==> src/rtl/sargantana_icache_ifill_responder.sv <==
// Memory-side IFILL responder: takes one refill request, reads the line from memory
// as N_BEATS in-order beats and returns it as a single-cycle response pulse.
module sargantana_icache_ifill_responder #(
  parameter int unsigned ADDR_WIDTH = 40,
  parameter int unsigned LINE_WIDTH = 128,
  parameter int unsigned BEAT_WIDTH = 32
) (
  input  logic                  clk_i,
  input  logic                  rstn_i,
  input  logic                  ifill_req_valid_i,
  input  logic [ADDR_WIDTH-1:0] ifill_req_paddr_i,
  input  logic                  ifill_req_kill_i,
  output logic                  ifill_sent_ack_o,
  output logic                  mem_req_valid_o,
  input  logic                  mem_req_ready_i,
  output logic [ADDR_WIDTH-1:0] mem_req_addr_o,
  input  logic                  mem_rsp_valid_i,
  input  logic [BEAT_WIDTH-1:0] mem_rsp_data_i,
  input  logic                  mem_rsp_error_i,
  output logic                  ifill_resp_valid_o,
  output logic                  ifill_resp_ack_o,
  output logic [LINE_WIDTH-1:0] ifill_resp_data_o,
  output logic                  ifill_resp_error_o,
  output logic                  busy_o
);

  localparam int unsigned NBeats = LINE_WIDTH / BEAT_WIDTH;
  localparam int unsigned CntW   = $clog2(NBeats);
  localparam int unsigned OffW   = $clog2(LINE_WIDTH / 8);

  typedef enum logic [2:0] {StIdle, StReq, StCollect, StDrain, StResp} state_e;

  state_e                state_q, state_d;
  logic [ADDR_WIDTH-1:0] addr_q, addr_d;
  logic [CntW-1:0]       cnt_q, cnt_d;
  logic                  err_q, err_d;
  logic                  ack_q, ack_d;
  logic [LINE_WIDTH-1:0] data_q, data_d;
  logic                  last_beat;

  assign last_beat = mem_rsp_valid_i && (cnt_q == CntW'(NBeats - 1));

  always_comb begin
    state_d = state_q;
    addr_d  = addr_q;
    cnt_d   = cnt_q;
    err_d   = err_q;
    data_d  = data_q;
    ack_d   = 1'b0;
    unique case (state_q)
      StIdle: begin
        if (ifill_req_valid_i) begin
          addr_d  = {ifill_req_paddr_i[ADDR_WIDTH-1:OffW], {OffW{1'b0}}};
          cnt_d   = '0;
          err_d   = 1'b0;
          ack_d   = 1'b1;
          state_d = StReq;
        end
      end
      StReq: begin
        // A kill racing the handshake still has beats coming back, so they get drained.
        if (mem_req_ready_i) begin
          state_d = ifill_req_kill_i ? StDrain : StCollect;
        end else if (ifill_req_kill_i) begin
          state_d = StIdle;
        end
      end
      StCollect: begin
        if (mem_rsp_valid_i) begin
          for (int unsigned k = 0; k < NBeats; k++) begin
            if (cnt_q == CntW'(k)) data_d[k*BEAT_WIDTH +: BEAT_WIDTH] = mem_rsp_data_i;
          end
          err_d = err_q | mem_rsp_error_i;
          cnt_d = cnt_q + CntW'(1);
        end
        if (last_beat) begin
          state_d = ifill_req_kill_i ? StIdle : StResp;
        end else if (ifill_req_kill_i) begin
          state_d = StDrain;
        end
      end
      StDrain: begin
        if (mem_rsp_valid_i) cnt_d = cnt_q + CntW'(1);
        if (last_beat) state_d = StIdle;
      end
      StResp: begin
        state_d = StIdle;
      end
      default: begin
        state_d = StIdle;
      end
    endcase
  end

  always_ff @(posedge clk_i or negedge rstn_i) begin
    if (!rstn_i) begin
      state_q <= StIdle;
      addr_q  <= '0;
      cnt_q   <= '0;
      err_q   <= 1'b0;
      ack_q   <= 1'b0;
      data_q  <= '0;
    end else begin
      state_q <= state_d;
      addr_q  <= addr_d;
      cnt_q   <= cnt_d;
      err_q   <= err_d;
      ack_q   <= ack_d;
      data_q  <= data_d;
    end
  end

  assign ifill_sent_ack_o   = ack_q;
  assign mem_req_valid_o    = (state_q == StReq);
  assign mem_req_addr_o     = addr_q;
  assign ifill_resp_valid_o = (state_q == StResp);
  assign ifill_resp_ack_o   = (state_q == StResp);
  assign ifill_resp_error_o = (state_q == StResp) && err_q;
  assign ifill_resp_data_o  = data_q;
  assign busy_o             = (state_q != StIdle);

endmodule

==> config.mk <==
export PLATFORM = sky130hd
export DESIGN_NAME = sargantana_icache_ifill_responder
export DESIGN_NICKNAME = d
export VERILOG_FILES = /design/src/rtl/sargantana_icache_ifill_responder.sv
export SDC_FILE = /design/constraint.sdc
export NUM_CORES = 1
export LEC_CHECK = 0
export CORE_ASPECT_RATIO = 0.8
export CORE_UTILIZATION = 40
export CTS_CLUSTER_DIAMETER = 100
export CTS_CLUSTER_SIZE = 8
export DETAILED_ROUTE_END_ITERATION = 10
export PLACE_DENSITY = 0.76
export SLEW_MARGIN = 25
export SYNTH_ARGS = -nofsm -noshare
export SYNTH_HDL_FRONTEND = slang
export SYNTH_SLANG_ARGS = --single-unit
==> constraint.sdc <==
create_clock -name clk_i -period 1.47 [get_ports clk_i]
set_input_delay 0.147 -clock clk_i [delete_from_list [all_inputs] [get_ports clk_i]]
set_output_delay 0.147 -clock clk_i [all_outputs]
set_load 0.02 [all_outputs]
==> impl_metrics.prom <==
# TYPE chip_impl_metric gauge
chip_impl_metric{name="diodes",unit=""} 0
chip_impl_metric{name="yosys_warnings",unit=""} 0
chip_impl_metric{name="post_synth_instance_area",unit="mm²"} 0.00680
chip_impl_metric{name="design.core.area",unit="mm²"} 0.0166
chip_impl_info{name="regToRegEndpoint",value="ifill_resp_data_o[103]$_DFFE_PN0P_"} 1
chip_impl_metric{name="setup_viol",unit=""} 169
chip_impl_info{name="synth_ff_type",value="sky130_fd_sc_hd__dfrtp_1"} 1
chip_impl_metric{name="multiplexer_share_of_the_synthesized_area",unit="%"} 29.2
chip_impl_metric{name="num_vias",unit=""} 4427
chip_impl_metric{name="avgSynthCellArea",unit="µm²"} 16.8
chip_impl_metric{name="drt-vias-per-instance",unit=""} 4.81
chip_impl_info{name="worstHoldPathType",value="input pin to async pin"} 1
chip_impl_metric{name="worst_hold_slack",unit="ps"} 198
chip_impl_metric{name="grt_overflow_total",unit=""} 0
chip_impl_metric{name="count_of_final_hold_check_violations",unit=""} 0
chip_impl_info{name="synth_top_family_by_area",value="multiplexers"} 1
chip_impl_metric{name="post_synth_and_or_nand_nor_area_fraction",unit="%"} 2.25
chip_impl_metric{name="xor_and_xnor_area_share_after_synthesis",unit="%"} 0
chip_impl_metric{name="max_h_tree_level",unit=""} 4
chip_impl_metric{name="synth-compound-area-share",unit="%"} 1.27
chip_impl_metric{name="power.total",unit="mW"} 24.0
chip_impl_metric{name="power_per_cell_area",unit="mW/mm²"} 2280
chip_impl_info{name="run_status",value="finished, violations left"} 1
chip_impl_metric{name="final_routed_drc_violation_total",unit=""} 0
chip_impl_metric{name="synthCells",unit=""} 404
chip_impl_info{name="mostFrequentLayoutCells",value="167 x sky130_fd_sc_hd__dfrtp_1, 136 x sky130_fd_sc_hd__dlygate4sd2_1, 119 x sky130_fd_sc_hd__mux2_2, 73 x sky130_fd_sc_hd__clkdlybuf4s50_1, 45 x sky130_fd_sc_hd__mux2_4"} 1
chip_impl_metric{name="grt_pass1_wl",unit="µm"} 26800
chip_impl_metric{name="antenna_left",unit=""} 0
chip_impl_metric{name="worst-path-max-fanout",unit=""} 18
chip_impl_info{name="cts_tree",value="built"} 1
chip_impl_metric{name="synth-adder-area-share",unit="%"} 0.736
chip_impl_metric{name="place.detailed.hpwl",unit="µm"} 12100
chip_impl_metric{name="row_count",unit=""} 42
chip_impl_info{name="synth_top_cell_by_area",value="sky130_fd_sc_hd__dfrtp_1"} 1
chip_impl_metric{name="cts_sinks",unit=""} 171
chip_impl_metric{name="grt_start_max_net_pins",unit=""} 58
chip_impl_info{name="commonest_non_fill_non_tap_cell_in_the_layout",value="sky130_fd_sc_hd__dfrtp_1"} 1
chip_impl_info{name="cp-end-kind",value="flop"} 1
chip_impl_metric{name="grt_usage",unit="%"} 20.2
chip_impl_metric{name="firstDrtPassIters",unit=""} 4
chip_impl_metric{name="clk_path_buf_depth",unit=""} 2
chip_impl_metric{name="tritoncts.num_buffers",unit=""} 17
chip_impl_metric{name="die_width",unit="µm"} 148
chip_impl_metric{name="postRouteWirelength",unit="µm"} 17400
chip_impl_info{name="clk_root_buffer_cell",value="sky130_fd_sc_hd__clkbuf_16"} 1
chip_impl_metric{name="post_synth_num_cell_types",unit=""} 29
chip_impl_metric{name="timing_max_transition_violations_final",unit=""} 0
chip_impl_info{name="timing.rr.start",value="state_q[0]$_DFFE_PN0P_"} 1
chip_impl_metric{name="final_nets",unit=""} 771
chip_impl_metric{name="final.period_utilization",unit="%"} 111
chip_impl_metric{name="synth.ff_latch_count",unit=""} 171
chip_impl_metric{name="post-place-ws",unit="ps"} -265
chip_impl_metric{name="reg2reg_setup_slack",unit="ps"} -170
chip_impl_metric{name="fmax",unit="MHz"} 611
chip_impl_metric{name="crit_required",unit="ps"} 1770
chip_impl_metric{name="drt_iter0_drc",unit=""} 116
chip_impl_metric{name="place.gp.congestion",unit=""} 0.812
chip_impl_metric{name="initial_core_utilization",unit="%"} 40.9
chip_impl_metric{name="synth-seq-area-share",unit="%"} 62.9
chip_impl_info{name="post_synth_main_area_contributors",value="sky130_fd_sc_hd__dfrtp_1 63%, sky130_fd_sc_hd__mux2_2 22%, sky130_fd_sc_hd__mux2_4 7.5%, sky130_fd_sc_hd__buf_6 2.5%, sky130_fd_sc_hd__ha_1 0.74%"} 1
chip_impl_metric{name="peak_supply_drop",unit="V"} 0.00132
chip_impl_metric{name="route.detailed.wl_per_inst",unit="µm"} 18.9
chip_impl_metric{name="netlist.area_leader.share",unit="%"} 62.9
chip_impl_info{name="critical_path_class",value="flop to flop"} 1
chip_impl_metric{name="first_global_vias",unit=""} 4746
chip_impl_metric{name="flow.area_growth_from_synthesis",unit="%"} 54.8
chip_impl_metric{name="top_level_ports",unit=""} 253
chip_impl_metric{name="synth_edf_count",unit=""} 0
chip_impl_metric{name="min_period",unit="ps"} 1640
chip_impl_metric{name="drive_gt1_share",unit="%"} 38.1
chip_impl_metric{name="die_height",unit="µm"} 119
chip_impl_metric{name="clock_insertion_delay_at_the_later_pin_of_the_skew_report",unit="ps"} 420
chip_impl_metric{name="critical_path_arrival",unit="ps"} 1930
chip_impl_metric{name="clock-skew-final",unit="ps"} 10.5
chip_impl_metric{name="cts.clk_slew.worst_paths",unit="ps"} 60
chip_impl_metric{name="maximum_capacitance_violations",unit=""} 0
chip_impl_info{name="grt_setup_unrepaired",value="true"} 1
chip_impl_metric{name="reg2reg_depth",unit=""} 4
chip_impl_metric{name="final.setup.worst_slack",unit="ps"} -166
chip_impl_info{name="slowest_stage_cell_on_the_critical_path",value="sky130_fd_sc_hd__dfrtp_2"} 1
chip_impl_metric{name="total_leakage_power",unit="nW"} 5.40
chip_impl_info{name="failed_checks",value="setup timing"} 1
chip_impl_info{name="crit_chain",value="and4bb_4 > nand2_4 > buf_12 > mux2_4"} 1
chip_impl_metric{name="fp.dieArea",unit="mm²"} 0.0175
chip_impl_metric{name="async_reset_ff_share",unit="%"} 100
chip_impl_info{name="worstSetupStartpointType",value="flop"} 1
chip_impl_metric{name="antenna_found_initial",unit=""} 0
chip_impl_metric{name="largest_stage_delay_on_the_critical_path",unit="ps"} 460
chip_impl_metric{name="port_buffers",unit=""} 244
layout make-up:
class,instances,area [µm²]
Clock inverter,12,154
Timing Repair Buffer,286,2900
Clock buffer,20,467
Inverter,4,17.5
Sequential cell,171,4280
Multi-Input combinational cell,208,2430
Tap cell,220,275
Fill cell,1279,6080
power breakdown:
part	internal [mW]	switching, mW	total (mW)	leakage, nW
Combinational	5.52	5.61	11.1	3.00
Clock	2.69	1.92	4.61	0.306
Sequential	7.01	1.26	8.27	2.09
Total	15.2	8.79	24.0	5.40
critical path, delay by kind of cell (launching register included):
family                 cells  cell delay, ps
buffers and inverters      1             180
muxes                      1             310
DFF                        1             460
and+or+nand+nor            2             560
worst max path at each step:
stage,start,end
floorplan,state_q[0]$_DFFE_PN0P_,ifill_resp_data_o[100]$_DFFE_PN0P_
global placement,mem_rsp_valid_i,ifill_resp_data_o[110]$_DFFE_PN0P_
detailed placement,mem_rsp_valid_i,ifill_resp_data_o[103]$_DFFE_PN0P_
CTS,state_q[1]$_DFFE_PN0P_,ifill_resp_error_o
global route,state_q[1]$_DFFE_PN0P_,ifill_resp_error_o
finish,state_q[0]$_DFFE_PN0P_,ifill_resp_data_o[103]$_DFFE_PN0P_
per-layer routing:
| layer | GRT usage (%) | wire length, µm |
|---|---|---|
| met5 | 0 | 0 |
| met4 | 6.70 | 212 |
| met3 | 6.25 | 1260 |
| met2 | 33.1 | 8480 |
| met1 | 25.3 | 7440 |
synth_stat cells (3+ instances only):
master / n
sky130_fd_sc_hd__dfrtp_1: 171
sky130_fd_sc_hd__mux2_2: 130
sky130_fd_sc_hd__mux2_4: 34
sky130_fd_sc_hd__buf_6: 15
sky130_fd_sc_hd__buf_4: 6
sky130_fd_sc_hd__ha_1: 4
sky130_fd_sc_hd__inv_1: 4
sky130_fd_sc_hd__nand2_1: 4
sky130_fd_sc_hd__nand2_4: 4
sky130_fd_sc_hd__nor2_1: 3
sky130_fd_sc_hd__o21ai_0: 3
state kept, by name (all words and copies together) (netlist names):
| signal | count |
|---|---|
| err_q | 1 |
| state_q | 3 |
| cnt_q | 2 |
| ifill_sent_ack_o | 1 |
| mem_req_addr_o | 36 |
| ifill_resp_data_o | 128 |
per-stage QoR:
step	TNS (ps)	util, %	cells	instance area [µm²]
2_1_floorplan	-3090	-	407	6830
3_3_place_gp	-27280	58.3	876	9690
3_5_place_dp	-33680	58.3	876	9690
4_1_cts	-18640	61.7	915	10200
5_1_grt	-27020	63.4	921	10500
6_report	-20710	63.4	921	10500
logic make-up (layout without fill, tap and decap cells):
| kind of cell | after synthesis | in the layout |
|---|---|---|
| DFF | 171 | 171 |
| muxes | 165 | 165 |
| buffers and inverters | 28 | 322 |
| and+or+nand+nor | 22 | 22 |
| AOI/OAI and AO/OA | 13 | 13 |
| adders and majority gates | 4 | 4 |
| other | 1 | 4 |
what timing repair did:
| item | CTS | global route |
|---|---|---|
| gates cloned | 1 | 3 |
| buffers inserted | 5 | 3 |
| setup endpoints to repair | 335 | 202 |
| gates resized for setup | 173 | 63 |
| pin swaps | 3 | 5 |
| endpoints found under the hold margin | 97 | 0 |
| hold buffers | 1 | 0 |
Power figures use the tool's default switching activity.
